File: config.mk
export PLATFORM = sky130hd
export DESIGN_NAME = spi_dcs_bus_ctrl
export DESIGN_NICKNAME = d
export VERILOG_FILES = /design/src/rtl/spi_dcs_pkg.sv /design/src/rtl/spi_dcs_bus_ctrl_sync_edge.sv /design/src/rtl/spi_dcs_bus_ctrl.sv
export SDC_FILE = /design/constraint.sdc
export NUM_CORES = 1
export LEC_CHECK = 0
export ABC_AREA = 1
export ABC_CLOCK_PERIOD_IN_PS = 2050
export BUFFER_PORTS_ARGS = -buffer_cell sky130_fd_sc_hd__buf_4
export CAP_MARGIN = 40
export CORE_ASPECT_RATIO = 1.5
export CORE_UTILIZATION = 50
export DETAILED_ROUTE_END_ITERATION = 16
export GPL_TIMING_DRIVEN = 0
export PLACE_DENSITY = 0.86
export RECOVER_POWER = 25
export SYNTH_ARGS = -nofsm -noshare
export SYNTH_HDL_FRONTEND = slang
export SYNTH_SLANG_ARGS = --single-unit
File: constraint.sdc
create_clock -name clk -period 2.05 [get_ports clk]
set_input_delay 0.205 -clock clk [delete_from_list [all_inputs] [get_ports clk]]
set_output_delay 0.205 -clock clk [all_outputs]
set_load 0.01 [all_outputs]
File: src/rtl/spi_dcs_pkg.sv
// Shared types and defaults for the dual-chip-select SPI to register-bus sequencer.
package spi_dcs_pkg;

  typedef enum logic [1:0] {
    ST_IDLE = 2'd0,
    ST_RD   = 2'd1,
    ST_WR   = 2'd2
  } state_e;

  localparam int          DEF_TIMEOUT = 64;
  localparam logic [15:0] DEF_TO_DATA = 16'hDEAD;

  // The R/W flag is the MSB of the SPI address word.
  function automatic int rw_bit(input int width_addr);
    return width_addr - 1;
  endfunction

endpackage

File: src/rtl/spi_dcs_bus_ctrl_sync_edge.sv
// 2-flop synchroniser with edge detect between the two stages; edges valid 1 cycle after the pin settles.
module sync_edge #(
  parameter logic RST_VAL = 1'b1
) (
  input  logic clk,
  input  logic rst_n,
  input  logic async_i,
  output logic rise_o,
  output logic fall_o
);

  logic meta_q;
  logic sync_q;

  always_ff @(posedge clk or negedge rst_n) begin
    if (!rst_n) begin
      meta_q <= RST_VAL;
      sync_q <= RST_VAL;
    end else begin
      meta_q <= async_i;
      sync_q <= meta_q;
    end
  end

  assign rise_o = meta_q & ~sync_q;
  assign fall_o = ~meta_q & sync_q;

endmodule

File: src/rtl/spi_dcs_bus_ctrl.sv
// Sequences SPI transactions onto the register bus: read prefetch at address end, write commit at data end.
// bus_req rises 1 cycle after the trigger; held until ack or TIMEOUT cycles, errors kept in sticky flags.
module spi_dcs_bus_ctrl
  import spi_dcs_pkg::*;
#(
  parameter int                    width_addr = 8,
  parameter int                    width_data = 16,
  parameter int                    TIMEOUT    = DEF_TIMEOUT,
  parameter logic [width_data-1:0] TO_DATA    = width_data'(DEF_TO_DATA)
) (
  input  logic                  clk,
  input  logic                  rst_n,
  input  logic                  spi_cs_addr,
  input  logic [width_addr-1:0] Addr,
  input  logic [width_data-1:0] Dout,
  input  logic                  Data_begin,
  input  logic                  Data_end,
  output logic [width_data-1:0] Din,
  output logic                  bus_req,
  output logic                  bus_we,
  output logic [width_addr-2:0] bus_addr,
  output logic [width_data-1:0] bus_wdata,
  input  logic                  bus_ack,
  input  logic [width_data-1:0] bus_rdata,
  output logic                  busy,
  output logic                  err_timeout,
  output logic                  err_late,
  output logic                  err_overrun,
  input  logic                  err_clr
);

  localparam int         RW      = rw_bit(width_addr);
  localparam logic [7:0] TO_LAST = 8'(TIMEOUT - 1);

  state_e                state_q, state_d;
  logic [7:0]            cnt_q, cnt_d;
  logic                  req_q, req_d;
  logic                  we_q, we_d;
  logic [width_addr-2:0] addr_q, addr_d;
  logic [width_data-1:0] wdata_q, wdata_d;
  logic [width_data-1:0] din_q, din_d;
  logic                  rw_q, rw_d;
  logic [width_addr-2:0] lat_q, lat_d;
  logic                  busy_q, busy_d;
  logic                  to_q, to_d, late_q, late_d, ovr_q, ovr_d;
  logic                  set_to, set_late, set_ovr;
  logic                  addr_end;

  sync_edge #(.RST_VAL(1'b1)) u_cs_sync (
    .clk     (clk),
    .rst_n   (rst_n),
    .async_i (spi_cs_addr),
    .rise_o  (addr_end),
    .fall_o  ()
  );

  always_comb begin
    state_d  = state_q;
    cnt_d    = cnt_q;
    req_d    = req_q;
    we_d     = we_q;
    addr_d   = addr_q;
    wdata_d  = wdata_q;
    din_d    = din_q;
    rw_d     = rw_q;
    lat_d    = lat_q;
    set_to   = 1'b0;
    set_late = 1'b0;
    set_ovr  = 1'b0;
    unique case (state_q)
      ST_IDLE: begin
        if (addr_end) begin
          rw_d  = Addr[RW];
          lat_d = Addr[RW-1:0];
          if (!Addr[RW]) begin
            addr_d  = Addr[RW-1:0];
            we_d    = 1'b0;
            req_d   = 1'b1;
            cnt_d   = '0;
            state_d = ST_RD;
          end
        end else if (Data_end && rw_q) begin
          addr_d  = lat_q;
          wdata_d = Dout;
          we_d    = 1'b1;
          req_d   = 1'b1;
          cnt_d   = '0;
          state_d = ST_WR;
        end
      end
      ST_RD, ST_WR: begin
        set_ovr  = addr_end | (Data_end & rw_q);
        set_late = Data_begin & (state_q == ST_RD);
        // Ack wins over the timeout when both land on the last cycle.
        if (bus_ack) begin
          req_d   = 1'b0;
          state_d = ST_IDLE;
          if (state_q == ST_RD) din_d = bus_rdata;
        end else if (cnt_q == TO_LAST) begin
          req_d   = 1'b0;
          set_to  = 1'b1;
          state_d = ST_IDLE;
          if (state_q == ST_RD) din_d = TO_DATA;
        end else begin
          cnt_d = cnt_q + 8'd1;
        end
      end
      default: state_d = ST_IDLE;
    endcase
    busy_d = (state_d != ST_IDLE);
    to_d   = (to_q   & ~err_clr) | set_to;
    late_d = (late_q & ~err_clr) | set_late;
    ovr_d  = (ovr_q  & ~err_clr) | set_ovr;
  end

  always_ff @(posedge clk or negedge rst_n) begin
    if (!rst_n) begin
      state_q <= ST_IDLE;
      cnt_q   <= '0;
      req_q   <= 1'b0;
      we_q    <= 1'b0;
      addr_q  <= '0;
      wdata_q <= '0;
      din_q   <= '0;
      rw_q    <= 1'b0;
      lat_q   <= '0;
      busy_q  <= 1'b0;
      to_q    <= 1'b0;
      late_q  <= 1'b0;
      ovr_q   <= 1'b0;
    end else begin
      state_q <= state_d;
      cnt_q   <= cnt_d;
      req_q   <= req_d;
      we_q    <= we_d;
      addr_q  <= addr_d;
      wdata_q <= wdata_d;
      din_q   <= din_d;
      rw_q    <= rw_d;
      lat_q   <= lat_d;
      busy_q  <= busy_d;
      to_q    <= to_d;
      late_q  <= late_d;
      ovr_q   <= ovr_d;
    end
  end

  assign Din         = din_q;
  assign bus_req     = req_q;
  assign bus_we      = we_q;
  assign bus_addr    = addr_q;
  assign bus_wdata   = wdata_q;
  assign busy        = busy_q;
  assign err_timeout = to_q;
  assign err_late    = late_q;
  assign err_overrun = ovr_q;

endmodule

==> qor.yml <==
place_congestion: 0.824
grt_pass1_vias: 2508
cts_buffers: 9
num_rows: 34
slew_violations: 0
r2r_slack_ns: 0.25
ys_seq_elements: 65
met3_usage: 0.0366
grt_pass1_wl_mm: 10.6
final_cell_mix: "nand2_1 (97), dfrtp_1 (63), buf_4 (53), clkbuf_1 (39), inv_1 (29)"
tightest_slew_ns: 0.796
via_per_inst: 4.99
ant_nets: 0
final_common_cell: "nand2_1"
syn-num-nets: 367
busiest_layer: "met2"
fmax_ghz: 0.556
finalNonFillerCells: 497
cts_tree: "done"
gr-usage-met1: 0.233
rsz0062_at_grt: "false"
finalCritPeriodShare: 0.877
ctsHoldBuffers: 2
path_class: "flop to flop"
dpl-instance-area_sq_mm: 0.00376
rr_worst_depth: 8
grt_util_met2: 0.401
synth_cells: 316
totalWireLength_mm: 6.29
syn_to_final_growth_pct: 28.6
layout.nets: 471
start_util: 0.517
utilization: 0.664
clkTransAtPathRegs_ns: 0.07
ios: 92
timing.rr.start: "state_q[0]"
reg2reg_to: "cnt_q[3]"
critPathLaunchType: "flop"
cts_setup_buffers: 0
synth_cell_type_count: 27
grt_max_degree: 66
n_antenna_cell: 0
syn_area_sq_mm: 0.00299
arrival_ns: 2.08
drcViolationCount: 1
yosysWarningCount: 0
port_buffers: 91
dp_hpwl_mm: 4.70
finalSetupTns_ns: 0
p_leak_nw: 1.93
cts_buffer_depth: 2
clock_skew_ns: 0.0133
hold_viol: 0
vias: 2480
cap_violations: 0
clockRootBuffer: "clkbuf_8"
p_per_area_mw_per_mm2: 1340
place_inst: 479
ys_seq_area_frac: 0.545
antenna_found_initial: 0
crit_start: "state_q[0]"
die_x_microns: 65.1
h-tree-depth: 3
cts_resized: 0
gr-total-overflow: 0
finalInstanceArea_sq_mm: 0.00384
track_usage: 0.223
nFillCells: 529
wire_per_inst_microns: 12.7
finalSetupViolCount: 0
drive_gt1_frac: 0.280
slew_headroom: 0.469
fp.coreArea_sq_mm: 0.00579
finalCriticalPeriod_ns: 1.80
die_h_microns: 96.7
avgSynthCellArea_sq_um: 9.46
critPathCaptureType: "flop"
violations: "design-rule violations"
cts_sinks: 65
status: "finished with violations"
cp.required_ns: 2.33
vdd_drop_max_mv: 0.741
cp_max_fo: 8
dr.pass1.iters: 10
drt_iter0_drc: 99
cp-endpoint: "cnt_q[3]"
die_area_sq_mm: 0.00630
hold_class: "input pin to flop"
clock_latency_ns: 0.35
power_w: 0.00516
worst min-delay path by stage:
stage | from | to | slack (ns) | depth (start not counted)
2_1_floorplan | rst_n | Din[0] | -0.09 | 0
3_3_place_gp | spi_cs_addr | u_cs_sync.meta_q | 0.31 | 1
3_5_place_dp | spi_cs_addr | u_cs_sync.meta_q | 0.31 | 1
4_1_cts | Dout[12] | bus_wdata[12] | 0.06 | 2
5_1_grt | Dout[7] | bus_wdata[7] | 0.06 | 2
6_report | err_clr | err_timeout | 0.07 | 2
critical path, cell delays in order, from the launching register on:
cell	delay [ns]
dfrtp_1	0.38
inv_1	0.07
ha_1	0.41
or2_2	0.33
nand3_1	0.13
inv_1	0.15
nand2_4	0.14
nand2_1	0.06
nand2_1	0.07
layer usage:
metal	up-vias	routed length, microns	share of wire
li1	1217	-	-
met1	1176	2360	0.37
met2	68	3510	0.56
met3	19	223	0.035
met4	0	202	0.032
met5	-	0	0
synth_stat cells:
| cell | count | share of area |
|---|---|---|
| nand3b_1 | 1 | 0.0025 |
| buf_2 | 2 | 0.0033 |
| clkbuf_1 | 1 | 0.0013 |
| o21ai_0 | 27 | 0.045 |
| o21ai_2 | 16 | 0.047 |
| nor2_2 | 1 | 0.0021 |
| nand2_1 | 97 | 0.12 |
| dfrtp_1 | 63 | 0.53 |
| nand2_4 | 3 | 0.011 |
| buf_4 | 1 | 0.0025 |
| mux2_1 | 2 | 0.0075 |
| nand3_4 | 2 | 0.012 |
| nand3_1 | 16 | 0.027 |
| mux2_2 | 14 | 0.053 |
| a21oi_1 | 3 | 0.0050 |
| nor3b_1 | 1 | 0.0025 |
| nand2_2 | 2 | 0.0042 |
| ha_1 | 4 | 0.017 |
| inv_2 | 1 | 0.0013 |
| nor2_1 | 19 | 0.024 |
| dfstp_2 | 2 | 0.018 |
| nand4_1 | 1 | 0.0021 |
| inv_1 | 29 | 0.036 |
| o21bai_1 | 1 | 0.0025 |
| nor2_4 | 1 | 0.0038 |
| or2_2 | 1 | 0.0021 |
| buf_6 | 5 | 0.019 |
kinds of logic (layout without fill, tap and decap cells):
group                      count (synthesis)  after routing  share of synthesized area
adders and majority gates                  4              4                     0.0167
muxes                                     16             16                     0.0603
buffers and inverters                     39            148                     0.0636
and+or+nand+nor                          145            145                      0.215
DFF                                       65             65                      0.545
AOI/OAI and AO/OA                         47             47                     0.0996
report_power, final:
group	leakage (nW)	switching (W)	total (W)	internal, W
sequential	0.817	0.000266	0.00206	0.00179
combinational	1.02	0.00118	0.00200	0.000822
clock	0.0949	0.000505	0.00110	0.000596
total	1.93	0.00195	0.00516	0.00321
sequential cells by signal, indices dropped and copies added (netlist names):
name              count
Din                  16
bus_wdata            16
cnt_q                 8
bus_addr              7
lat_q                 7
state_q               2
bus_req               1
bus_we                1
busy                  1
err_late              1
err_overrun           1
err_timeout           1
rw_q                  1
u_cs_sync.meta_q      1
u_cs_sync.sync_q      1
stage by stage:
stage / setup WS, ns / hold slack (ns)
global route: 0.101 / 0.0607
CTS: 0.249 / 0.0560
floorplan: 0.474 / -0.0906
detailed placement: 0.264 / 0.315
global placement: 0.300 / 0.313
finish: 0.252 / 0.0657
cell type report:
class,instances,area [sq um],area share
plain buffers,9,77.6,0.0202
clock buffers,10,138,0.0358
clock inverters,6,66.3,0.0173
inverters,30,113,0.0293
multi-input cells,212,1170,0.304
flip-flops and latches,65,1630,0.424
well taps,72,90.1,0.0234
repair buffers,93,561,0.146
(Power assumes the default switching activity.)
